<file path="config.mk">
export PLATFORM = sky130hd
export DESIGN_NAME = si_fetch_unit
export DESIGN_NICKNAME = d
export VERILOG_FILES = /design/src/rtl/si_fetch_unit.sv
export SDC_FILE = /design/constraint.sdc
export NUM_CORES = 1
export LEC_CHECK = 0
export CORE_ASPECT_RATIO = 0.75
export CORE_MARGIN = 3
export CORE_UTILIZATION = 49
export CTS_CLUSTER_SIZE = 16
export DETAILED_ROUTE_END_ITERATION = 7
export GPL_TIMING_DRIVEN = 0
export PLACE_DENSITY_LB_ADDON = 0.2
export SETUP_SLACK_MARGIN = 0.4
export SLEW_MARGIN = 10
export SYNTH_ARGS = -nofsm -noshare
export SYNTH_HDL_FRONTEND = slang
export SYNTH_SLANG_ARGS = --single-unit
</file>
<file path="constraint.sdc">
create_clock -name clk -period 2.97 [get_ports clk]
set_clock_uncertainty 0.2 [all_clocks]
set_input_delay 0.4455 -clock clk [delete_from_list [all_inputs] [get_ports clk]]
set_output_delay 0.4455 -clock clk [all_outputs]
set_load 0.02 [all_outputs]
</file>
<file path="src/rtl/si_fetch_unit.sv">
// ----------------------------------------------------------------------------
// si_fetch_unit
//
// Single-outstanding instruction fetch stage. Issues one request to
// instruction memory, waits for the response, then holds the fetched word
// for decode until it is consumed. A redirect from branch/jump logic wins
// over every other event: it reloads the PC (forced to word alignment) and
// discards whatever is in flight or being held.
//
// Ports
//   clk               clock, rising edge
//   rst               asynchronous reset, active low
//   control_en_i      redirect request
//   control_pc_i      redirect target (low two bits flag misalignment)
//   imem_req_valid_o  fetch request valid
//   imem_req_addr_o   fetch address (current PC)
//   imem_req_ready_i  memory accepts request
//   imem_rsp_valid_i  response valid
//   imem_rsp_data_i   response instruction word
//   inst_valid_o      instruction available to decode
//   inst_o            held instruction
//   inst_pc_o         PC of the held instruction
//   inst_ready_i      decode consumes the instruction
//   misalign_o        one-cycle pulse after a misaligned redirect
//   inst_cnt_o        number of instructions consumed by decode
// ----------------------------------------------------------------------------
module si_fetch_unit #(
    parameter int unsigned          INST_DW  = 32,
    parameter int unsigned          INST_AW  = 32,
    parameter logic [INST_AW-1:0]   PC_START = 32'h8000_0000
) (
    input  logic                 clk,
    input  logic                 rst,
    input  logic                 control_en_i,
    input  logic [INST_AW-1:0]   control_pc_i,
    output logic                 imem_req_valid_o,
    output logic [INST_AW-1:0]   imem_req_addr_o,
    input  logic                 imem_req_ready_i,
    input  logic                 imem_rsp_valid_i,
    input  logic [INST_DW-1:0]   imem_rsp_data_i,
    output logic                 inst_valid_o,
    output logic [INST_DW-1:0]   inst_o,
    output logic [INST_AW-1:0]   inst_pc_o,
    input  logic                 inst_ready_i,
    output logic                 misalign_o,
    output logic [31:0]          inst_cnt_o
);

    typedef enum logic [1:0] {
        S_REQ  = 2'd0,
        S_WAIT = 2'd1,
        S_HOLD = 2'd2
    } state_t;

    state_t               r_state, w_state_d;
    logic [INST_AW-1:0]   r_pc, w_pc_d;
    logic                 r_drop, w_drop_d;
    logic [INST_DW-1:0]   r_inst, w_inst_d;
    logic [INST_AW-1:0]   r_inst_pc, w_inst_pc_d;
    logic                 r_misalign, w_misalign_d;
    logic [31:0]          r_cnt, w_cnt_d;

    logic [INST_AW-1:0]   w_redirect_pc;

    assign w_redirect_pc = {control_pc_i[INST_AW-1:2], 2'b00};

    always_ff @(posedge clk or negedge rst) begin
        if (!rst) begin
            r_state    <= S_REQ;
            r_pc       <= PC_START;
            r_drop     <= 1'b0;
            r_inst     <= '0;
            r_inst_pc  <= '0;
            r_misalign <= 1'b0;
            r_cnt      <= '0;
        end else begin
            r_state    <= w_state_d;
            r_pc       <= w_pc_d;
            r_drop     <= w_drop_d;
            r_inst     <= w_inst_d;
            r_inst_pc  <= w_inst_pc_d;
            r_misalign <= w_misalign_d;
            r_cnt      <= w_cnt_d;
        end
    end

    always_comb begin
        w_state_d    = r_state;
        w_pc_d       = r_pc;
        w_drop_d     = r_drop;
        w_inst_d     = r_inst;
        w_inst_pc_d  = r_inst_pc;
        w_cnt_d      = r_cnt;
        w_misalign_d = control_en_i & (control_pc_i[1:0] != 2'b00);

        if (control_en_i) begin
            w_pc_d = w_redirect_pc;
            unique case (r_state)
                S_WAIT: begin
                    if (imem_rsp_valid_i) begin
                        // The in-flight response lands this cycle and is thrown
                        // away here, so nothing remains to be dropped later.
                        w_state_d = S_REQ;
                        w_drop_d  = 1'b0;
                    end else begin
                        // Response still outstanding: stay until it arrives
                        // and discard it then.
                        w_drop_d  = 1'b1;
                    end
                end
                default: w_state_d = S_REQ;
            endcase
        end else begin
            unique case (r_state)
                S_REQ: begin
                    if (imem_req_ready_i) begin
                        w_state_d = S_WAIT;
                    end
                end
                S_WAIT: begin
                    if (imem_rsp_valid_i) begin
                        if (r_drop) begin
                            w_drop_d  = 1'b0;
                            w_state_d = S_REQ;
                        end else begin
                            w_inst_d    = imem_rsp_data_i;
                            w_inst_pc_d = r_pc;
                            w_pc_d      = r_pc + INST_AW'(4);
                            w_state_d   = S_HOLD;
                        end
                    end
                end
                S_HOLD: begin
                    if (inst_ready_i) begin
                        w_cnt_d   = r_cnt + 32'd1;
                        w_state_d = S_REQ;
                    end
                end
                default: w_state_d = S_REQ;
            endcase
        end
    end

    // A redirect in S_REQ suppresses the request for that cycle.
    assign imem_req_valid_o = (r_state == S_REQ) & ~control_en_i;
    assign imem_req_addr_o  = r_pc;
    assign inst_valid_o     = (r_state == S_HOLD);
    assign inst_o           = r_inst;
    assign inst_pc_o        = r_inst_pc;
    assign misalign_o       = r_misalign;
    assign inst_cnt_o       = r_cnt;

endmodule

</file>
* Word level (Yosys, flattened, before mapping)
Cells that the tools add are included.
** Word-level totals
- RAM bits :: 0
- Input bits :: 70
- Flip-flop bits (word level) :: 132
- ROM bits :: 0
- Memories :: 0
- Latch bits :: 0
- Word-level logic and storage cells :: 45
- Output and inout bits :: 131
** Cells by class
- Multiplexer cells :: 17
- Equal/unequal tests :: 6
- Shift-type cells :: 0
- Reductions and logical operators :: 9
- Divide/modulo/power cells :: 0
- $mul :: 0
- Bitwise operators :: 4
- Add/subtract/negate cells :: 2
- Magnitude comparators :: 0
** Operators by type and width (count)
- $mux 32 :: 4
- $add 32x1->32 const B :: 1
- $add 32x3->32 const B :: 1
- $mux 2 :: 7
- $reduce_and 3->1 :: 3
- $pmux 2 s3 :: 1
- $reduce_bool 2->1 :: 3
- $mux 1 :: 5
- $ne 2x2->1 const B :: 2
- $reduce_and 4->1 :: 1
- $ne 3x2->1 const B :: 1
- $ne 3x3->1 const B :: 1
- $and 1x1->1 :: 2
- $eq 2x1->1 const B :: 1
- $eq 2x2->1 const B :: 1
- $logic_not 2->1 :: 1
- $not 1->1 :: 2
- $reduce_and 2->1 :: 1

* Longest topological paths before layout
Gate-level depths: netlist (run 1).
- Depth in word-level cells :: 5
- Gate-level depth with buffers :: 6
- Gate-level depth less buffers :: 5

* Worst setup path before layout (run 1)
Ideal clock, no wire load.
- Path type :: in2out
- From :: in control_en_i
- To :: out imem_req_valid_o
- Stages :: 3
- Buffers on the path :: 2
- Data arrival time :: 1355 ps
- Path slack :: 969 ps
- Data required time :: 2325 ps
- Path through :: clkbuf_1 clkbuf_1 nor3_1
** Between the ends
- Word-level cells in the longest chain between the ends :: 2
** RTL lines
- start, declared :: RTL line 34 : input logic control_en_i,
- $not 1->1 (no source line)
- $and 1x1->1 :: RTL line 145 : assign imem_req_valid_o = (r_state == S_REQ) & ~control_en_i;
- end, declared :: RTL line 36 : output logic imem_req_valid_o,
No other way between the ends.

* Worst setup path in the final report (run 1)
Ends and elaborated chain as after synthesis.

==> summary by stage, run 1 <==
Logic synthesis
In the post-synthesis netlist, the cell with the most instances is dfrtp_1. The synthesized design spends more area on one cell type than any other, namely dfrtp_1. Of the post-synthesis cell area, the dominant cell type holds 55.03%.

Counting distinct cell types in the post-synthesis netlist gives 40. The post-synthesis area per instance is 11.86 um^2. The post-synthesis async set-or-reset flop share is 100.0%. By area the synthesized netlist is led by dfrtp_1 55%, mux2_2 12%, xnor2_1 3.2%. The number of flops mapped to enable cells by yosys is 0. The synthesis warning total is 0. Among all flip-flop cells after synthesis, the most frequent one is dfrtp_1. The commonest cells after synthesis are 127 x dfrtp_1, 63 x mux2_2, 32 x nand2_1. The register bit total from synthesis is 128.

The part of the Yosys area used for sequential elements is 55.48%. Counting every instance in the synthesized netlist gives 487. In this run the cell area of the synthesized design comes to 5776 um^2.

Global route
The first global-routing pass estimated 26.59 mm of wire. The total congestion overflow after global routing is 0. The largest net degree at the start of global routing is 82. The initial antenna violation count is 0. The via count of the first global-routing pass is 5047.

The overall fraction of global-route tracks in use is 25.33%.

Setup path
In this run the worst setup path terminates at imem_req_valid_o. The beginning of the critical path is control_en_i. The maximum fanout along the worst path is 10.

The arrival time at the worst endpoint is 1.74 ns. The data required time of the worst path is 2.32 ns. The worst setup path is launched from an input port.

The endpoint class of the critical path is an output port. The critical register-to-register path startpoint is imem_req_addr_o[8]. The endpoint identified for the worst register-to-register timing path is imem_req_addr_o[25]. The path depth of the worst reg2reg path is 6. The reg2reg setup slack is 0.66 ns. The kind of critical path is input port to output port.

Route
The total number of vias is 4845. After detailed routing, the number of vias per cell comes to 5.525. The remaining design rule violation count is 0. The first-pass detailed-route iteration total is 5.

The post-detailed-route count of antenna-violating nets is 0. For this block, the routed nets add up to 16.13 mm of wire. The average wire per cell in the routed design is 18.39 um. The number of design-rule violations left by the first detailed-router iteration is 254.

Layout
Registers take 3204 um^2. The area added between synthesis and finish is 49.52%. Summing all multi-input logic gate instances after layout gives 2429 um^2. The total of fill cells in the finished design is 761. The fraction of final layout cells with drive strength greater than 1 is 16.94%. The number of nets at the end of the flow is 779. The number of antenna diodes in the final layout is 0.

STA
The post-layout worst setup margin is 0.5854 ns. The final hold violation count is 0. The number of max-slew violations in the final report is 0. Of the available clock period, the critical path in the final layout requires 80.29%. Setup violations remaining at the end of the flow were counted as 0. Setup repair after global routing left no endpoint under its margin.

After layout, the minimum clock period comes to 2.385 ns. The minimum hold slack is 0.2657 ns. Based on the critical path, the design can be clocked at up to 419.4 MHz.

Place
The estimated wirelength of the detail-placed design is 11.47 mm. The last weighted congestion value of the routability-driven placer is 0.9006. In this run the tool buffered the top-level ports with 196 buffer cells. Before CTS, the worst setup slack after placement is -0.1005 ns.

Die
The number of rows created at floorplan is 33. The full die area is 13140 um^2. The I/O pin count is 201. The height of the chip is 100.0 um. The core area is 11230 um^2. The width of the die is 131.4 um. The initial core utilization is 51.43%.

Pwr
The leakage power summed over all cells is 3.583 nW. Net switching is 30.76% of the power. Combinational logic is responsible for 33.2% of the overall power.

The sequential cell fraction of total power is 35.3%. Across the VDD grid, the largest voltage drop is 0.0006754 V. After layout, the design draws a total of 7.172 mW. The clock power share is 31.4%. The ratio of total power to cell area is 830.5 nW/um^2. The internal power component is 4.966 mW. The net switching power is 2.206 mW.

Clock network
The number of buffers added for setup after CTS is 0. The total number of clock tree sinks is 128. The CTS tree is done. The clock slew seen by the registers of the worst setup and hold paths is 0.06 ns.

The number of CTS-inserted buffers is 17. The maximum clock insertion buffer count is 2. The clock insertion delay at the later pin of the skew report is 0.41 ns. The deepest level of the CTS H-tree is 4. The clock root buffer is clkbuf_16.

Status
The run finished with clean final reports.

Min path
In this run the worst hold path is classified as flop to flop.

Flow run
The count of max-cap constraint violations is 0.
## final cells by class
cell class | instances | share of cell area (%)
clock inverters | 12 | 2.115
repair buffers | 198 | 23.11
clock buffers | 20 | 5.404
flip-flops and latches | 128 | 37.11
plain buffers | 29 | 1.739
multi-input cells | 330 | 28.12
inverters | 3 | 0.1304
well taps | 157 | 2.275
## stage by stage
step	std cells	area, um^2	TNS, ns	utilization, %
finish	877	8636	0	76.89
global placement	843	7945	-467.77	70.74
detailed placement	844	7974	-0.1005	71.00
floorplan	490	5787	0	-
CTS	877	8635	0	76.88
global route	877	8636	0	76.89
## critical path: stages
cell	delay, ns
clkdlybuf4s50_1	0.41
clkbuf_2	0.21
clkbuf_2	0.25
nor3_1	0.21
clkbuf_2	0.21
## per-layer routing
layer  vias up  track usage, %  share of wire (%)
met5         -               0                  0
met1      2372           32.19                 41
met2       224           41.16                 47
met3        24           9.419                9.7
li1       2225               -                  -
met4         0           7.667                1.6
## power groups by stage
stage                     logic (mW)  clock network [mW]  registers (mW)
after global routing            2.52                2.34            2.61
final                           2.38                2.26            2.53
after global placement          2.34                   0            2.52
after detailed placement        2.39                   0            2.56
after floorplan                0.532                   0            3.11
after CTS                       2.41                2.28            2.54
## sequential cells by signal, indices dropped and copies added, names as in the netlist
signal / flops
r_drop: 1
inst_o: 32
inst_pc_o: 30
inst_cnt_o: 32
misalign_o: 1
r_state: 2
imem_req_addr_o: 30
## placed cells by master (no fill, tap or decap), drive strengths merged
master	instances
nand3b	2
and4	12
o211ai	2
nand2	32
or4b	1
conb	4
nand3	18
xnor2	21
inv	3
nor3	2
clkdlybuf4s50	194
dfstp	1
mux2	63
bufinv	4
dfrtp	127
clkinvlp	3
clkbuf	34
a31oi	15
a22oi	1
o21ai	14
nand2b	2
dlygate4sd3	1
clkinv	5
nor2b	4
xor2	20
and2	8
buf	18
a21oi	4
mux2i	1
and3	11
nor2	23
and4bb	2
o31a	2
nor4	8
or4	15
or3	1
ha	2
nand4	27
o31ai	13
## cell families (layout without fill, tap and decap cells)
logic type | after synthesis | in the layout | synth area share (%)
DFF | 128 | 128 | 55.48
other | 1 | 4 | 0.06493
and+or+nand+nor | 168 | 168 | 17.03
buffers and inverters | 32 | 262 | 2.751
AOI/OAI and AO/OA | 51 | 51 | 5.568
xor gates and xnor gates | 41 | 41 | 6.218
adders and majority gates | 2 | 2 | 0.4332
muxes | 64 | 64 | 12.46
## repair_timing
action | in CTS | in global routing
resized for setup | 3 | 4
hold endpoints to repair | 47 | 0
hold buffers | 1 | 0
endpoints found under the setup margin | 1 | 61
## worst min-delay path by stage
| stage | from | to | slack (ns) | depth (start not counted) |
|---|---|---|---|---|
| 6_report | inst_cnt_o[31] | inst_cnt_o[31] | 0.27 | 1 |
| 3_3_place_gp | inst_cnt_o[31] | inst_cnt_o[31] | 0.26 | 1 |
| 3_5_place_dp | rst | inst_o[19] | 0.21 | 1 |
| 2_1_floorplan | rst | imem_req_addr_o[10] | -0.05 | 0 |
| 4_1_cts | inst_cnt_o[31] | inst_cnt_o[31] | 0.27 | 1 |
| 5_1_grt | inst_cnt_o[31] | inst_cnt_o[31] | 0.29 | 1 |
No activity file was read; power rests on OpenSTA's default activity.
==> inputs of run 2 (changes only) <==
Settings changed: CORE_UTILIZATION 49 to 41.
Clock period 2.97 ns to 2.1 ns, I/O delays scaled along.
==> summary by stage, run 2 (synthesis results as in run 1) <==
STA
The final count of negative-setup-slack endpoints is 0. The final hold violation count is 0. In the finished design, the share of the clock period the worst path needs comes to 98.11%. Based on the critical path, the design can be clocked at up to 485.3 MHz.

The number of max-slew violations in the final report was 0. In this run the tightest slew margin relative to its limit is 57.39%. The post-layout minimum cycle time is 2.060 ns. The pin slew with the least headroom to its limit is 0.6392 ns. Setup repair after global routing could not meet its margin everywhere.

Global route
The global-route met1 utilization is 29.85%. Entering global routing, the biggest net connects 66 pins. The first-pass GRT wire length is 27.39 mm. Global routing used 35.96% of the available met2 tracks.

The via count of the first global-routing pass is 5126. The total congestion overflow after global routing is 0. The initial antenna violation count was 0. Global routing used 22.71% of the available tracks across all layers. Global routing used 7.891% of the available met3 tracks. In this run the most used layer during global routing was met2.

Setup path
The endpoint class of the critical path is a flop. The arrival time at the worst endpoint is 2.19 ns. The worst stage delay on the critical path is 0.46 ns. Along the worst path, the maximum fanout reaches 5. The signal on the critical path passes through and4bb_4 > nand4_4 > buf_6 > or4_1 > a31oi_1.

The nature of the critical path startpoint is a flop. The critical-path cell with the highest stage delay is or4_1. The kind of critical path is flop to flop. STA puts the critical path data required time at 2.23 ns.

Min path
In this run the worst hold path is classified as input port to flop.

Route
The first detailed-routing pass ran for 5 iterations. The number of design-rule violations left by the first detailed-router iteration is 357. The post-detailed-route count of antenna-violating nets is 0. The remaining design rule violation count is 0. The final wirelength is 18.06 mm. The average wire per cell in the routed design is 19.32 um. Using the TritonRoute via totals, the vias-per-cell ratio works out to 5.474. The total number of vias is 5118.

Pwr
The fraction of power spent switching nets is 31.58%. The sequential cell fraction of total power is 37.0%. Dividing total power by cell area gives a power density of 1022 nW/um^2. The net switching power is 3.049 mW. The internal power component is 6.605 mW. The leakage power summed over all cells is 4.286 nW. The clock network is responsible for 31.8% of the overall power. The fraction of power consumed by combinational cells is 31.2%. The maximum VDD drop is 0.0007341 V.

Place
The last weighted congestion value of the routability-driven placer is 0.8382. The instance count after placement with tap cells included is 858. Port buffering added 196 buffers. The estimated wirelength of the detail-placed design is 11.73 mm. The placed standard-cell area is 8157 um^2.

Layout
The utilization after layout is 70.63%. Relative to the synthesized area, the layout overhead comes to 63.60%. The total of fill cells in the finished design is 949.

The antenna diode count is 0. Of the cells placed in the final design, the portion with a size suffix greater than 1 is 39.92%. The library cells used most frequently in the layout, excluding fill and tap cells, are 87 x dfrtp_1, 67 x clkdlybuf4s50_1, 66 x dlygate4sd2_1.

The multi-input gate area in the final layout is 2860 um^2. In the final design database the tool counted 824 nets. Leaving out fill and tap cells, the most frequent cell in the layout is dfrtp_1. Summing all non-filler instances in the final layout gives an area of 9449 um^2. Excluding fillers, the count of instances in the completed layout stands at 935. The total area of sequential cells is 3254 um^2.

Status
The flow ran to the end, and the final reports show no timing, DRC or antenna violations.

Clock network
For this design, the sink count on the clock tree is 128. Clock-pin slew was measured on the worst setup and hold paths at 0.05 ns. The longest clock path from root to sink contains 2 buffers. The H-tree was split into 4 levels. The clock insertion delay at the later pin of the skew report is 0.42 ns. The number of CTS-inserted buffers is 17. TritonCTS built the clock tree. The root buffer cell chosen for the clock tree is clkbuf_16.

Flow run
Max-cap violations in this run came to 0.

Die
201 I/O pins were placed. The full die area is 15560 um^2. The die is 108.8 um tall. Once the floorplan was initialized, standard cells occupied 43.17% of the core.

In this run the standard cell core region covers 13380 um^2. From left edge to right edge, the die measures 143.1 um. The number of rows created at floorplan is 36.
-- run 2: power groups by stage --
stage,clock network (mW),logic (mW),registers [mW]
after detailed placement,0,3.37,3.64
final,3.07,3.01,3.57
after floorplan,0,0.770,4.41
after CTS,3.10,2.98,3.57
after global routing,3.23,3.20,3.67
after global placement,0,3.31,3.59
-- run 2: worst paths after layout --
path                            cells past startpoint                  end            from  slack, ns
worst max-delay path                                5  imem_req_addr_o[24]      r_state[1]       0.04
worst min-delay path                                4  imem_req_addr_o[30]    control_en_i       0.19
worst max register to register                      5  imem_req_addr_o[24]      r_state[1]       0.04
worst min register to register                      1       inst_cnt_o[31]  inst_cnt_o[31]       0.27
max in group asynchronous                           3   imem_req_addr_o[9]             rst       0.68
min in group asynchronous                           2        inst_pc_o[21]             rst       0.25
-- run 2: layer usage --
metal / share of wire (%) / vias up / wire (um)
li1: - / 2310 / -
met1: 43 / 2564 / 7687
met2: 48 / 219 / 8625
met3: 8.6 / 25 / 1555
met4: 1.1 / 0 / 193
met5: 0 / - / 0
-- run 2: what timing repair did --
item | CTS | global route
endpoints found under the hold margin | 63 | 0
hold buffers | 1 | 0
setup endpoints to repair | 246 | 165
resized for setup | 266 | 91
pin swaps | 40 | 22
buffers inserted | 31 | 12
gates cloned | 2 | 0
-- run 2: per-stage QoR --
step           hold WS, ns  total power [mW]  setup TNS, ns  worst slack, ns
2_1_floorplan      -0.1806             5.181              0           0.1948
3_3_place_gp        0.2586             6.894        -611.88           -4.980
3_5_place_dp        0.1363             7.005         -28.39          -0.8606
4_1_cts             0.2369             9.652              0          0.08091
5_1_grt             0.2179             10.10       -0.01407        -0.008288
6_report            0.1866             9.654              0          0.03960
-- run 2: cell type report --
class	instances	area share, %
clock inverters	6	1.377
plain buffers	29	2.860
flip-flops and latches	128	34.44
repair buffers	243	23.64
inverters	3	0.1192
clock buffers	25	5.032
well taps	171	2.264
multi-input cells	330	30.27
-- run 2: critical path: cells and delay by family, from the launching register on --
kind	cells	cell delay, ns
AO/OA/AOI/OAI	1	0.18
buffers and inverters	1	0.18
flip-flops	1	0.43
AND/OR/NAND/NOR	3	0.98
==> inputs of run 3 (changes only) <==
Settings changed: ABC_CLOCK_PERIOD_IN_PS from default to 2100.
==> results of run 3 <==
Same layout as run 2: the final DEF is identical, and so are final timing and power.
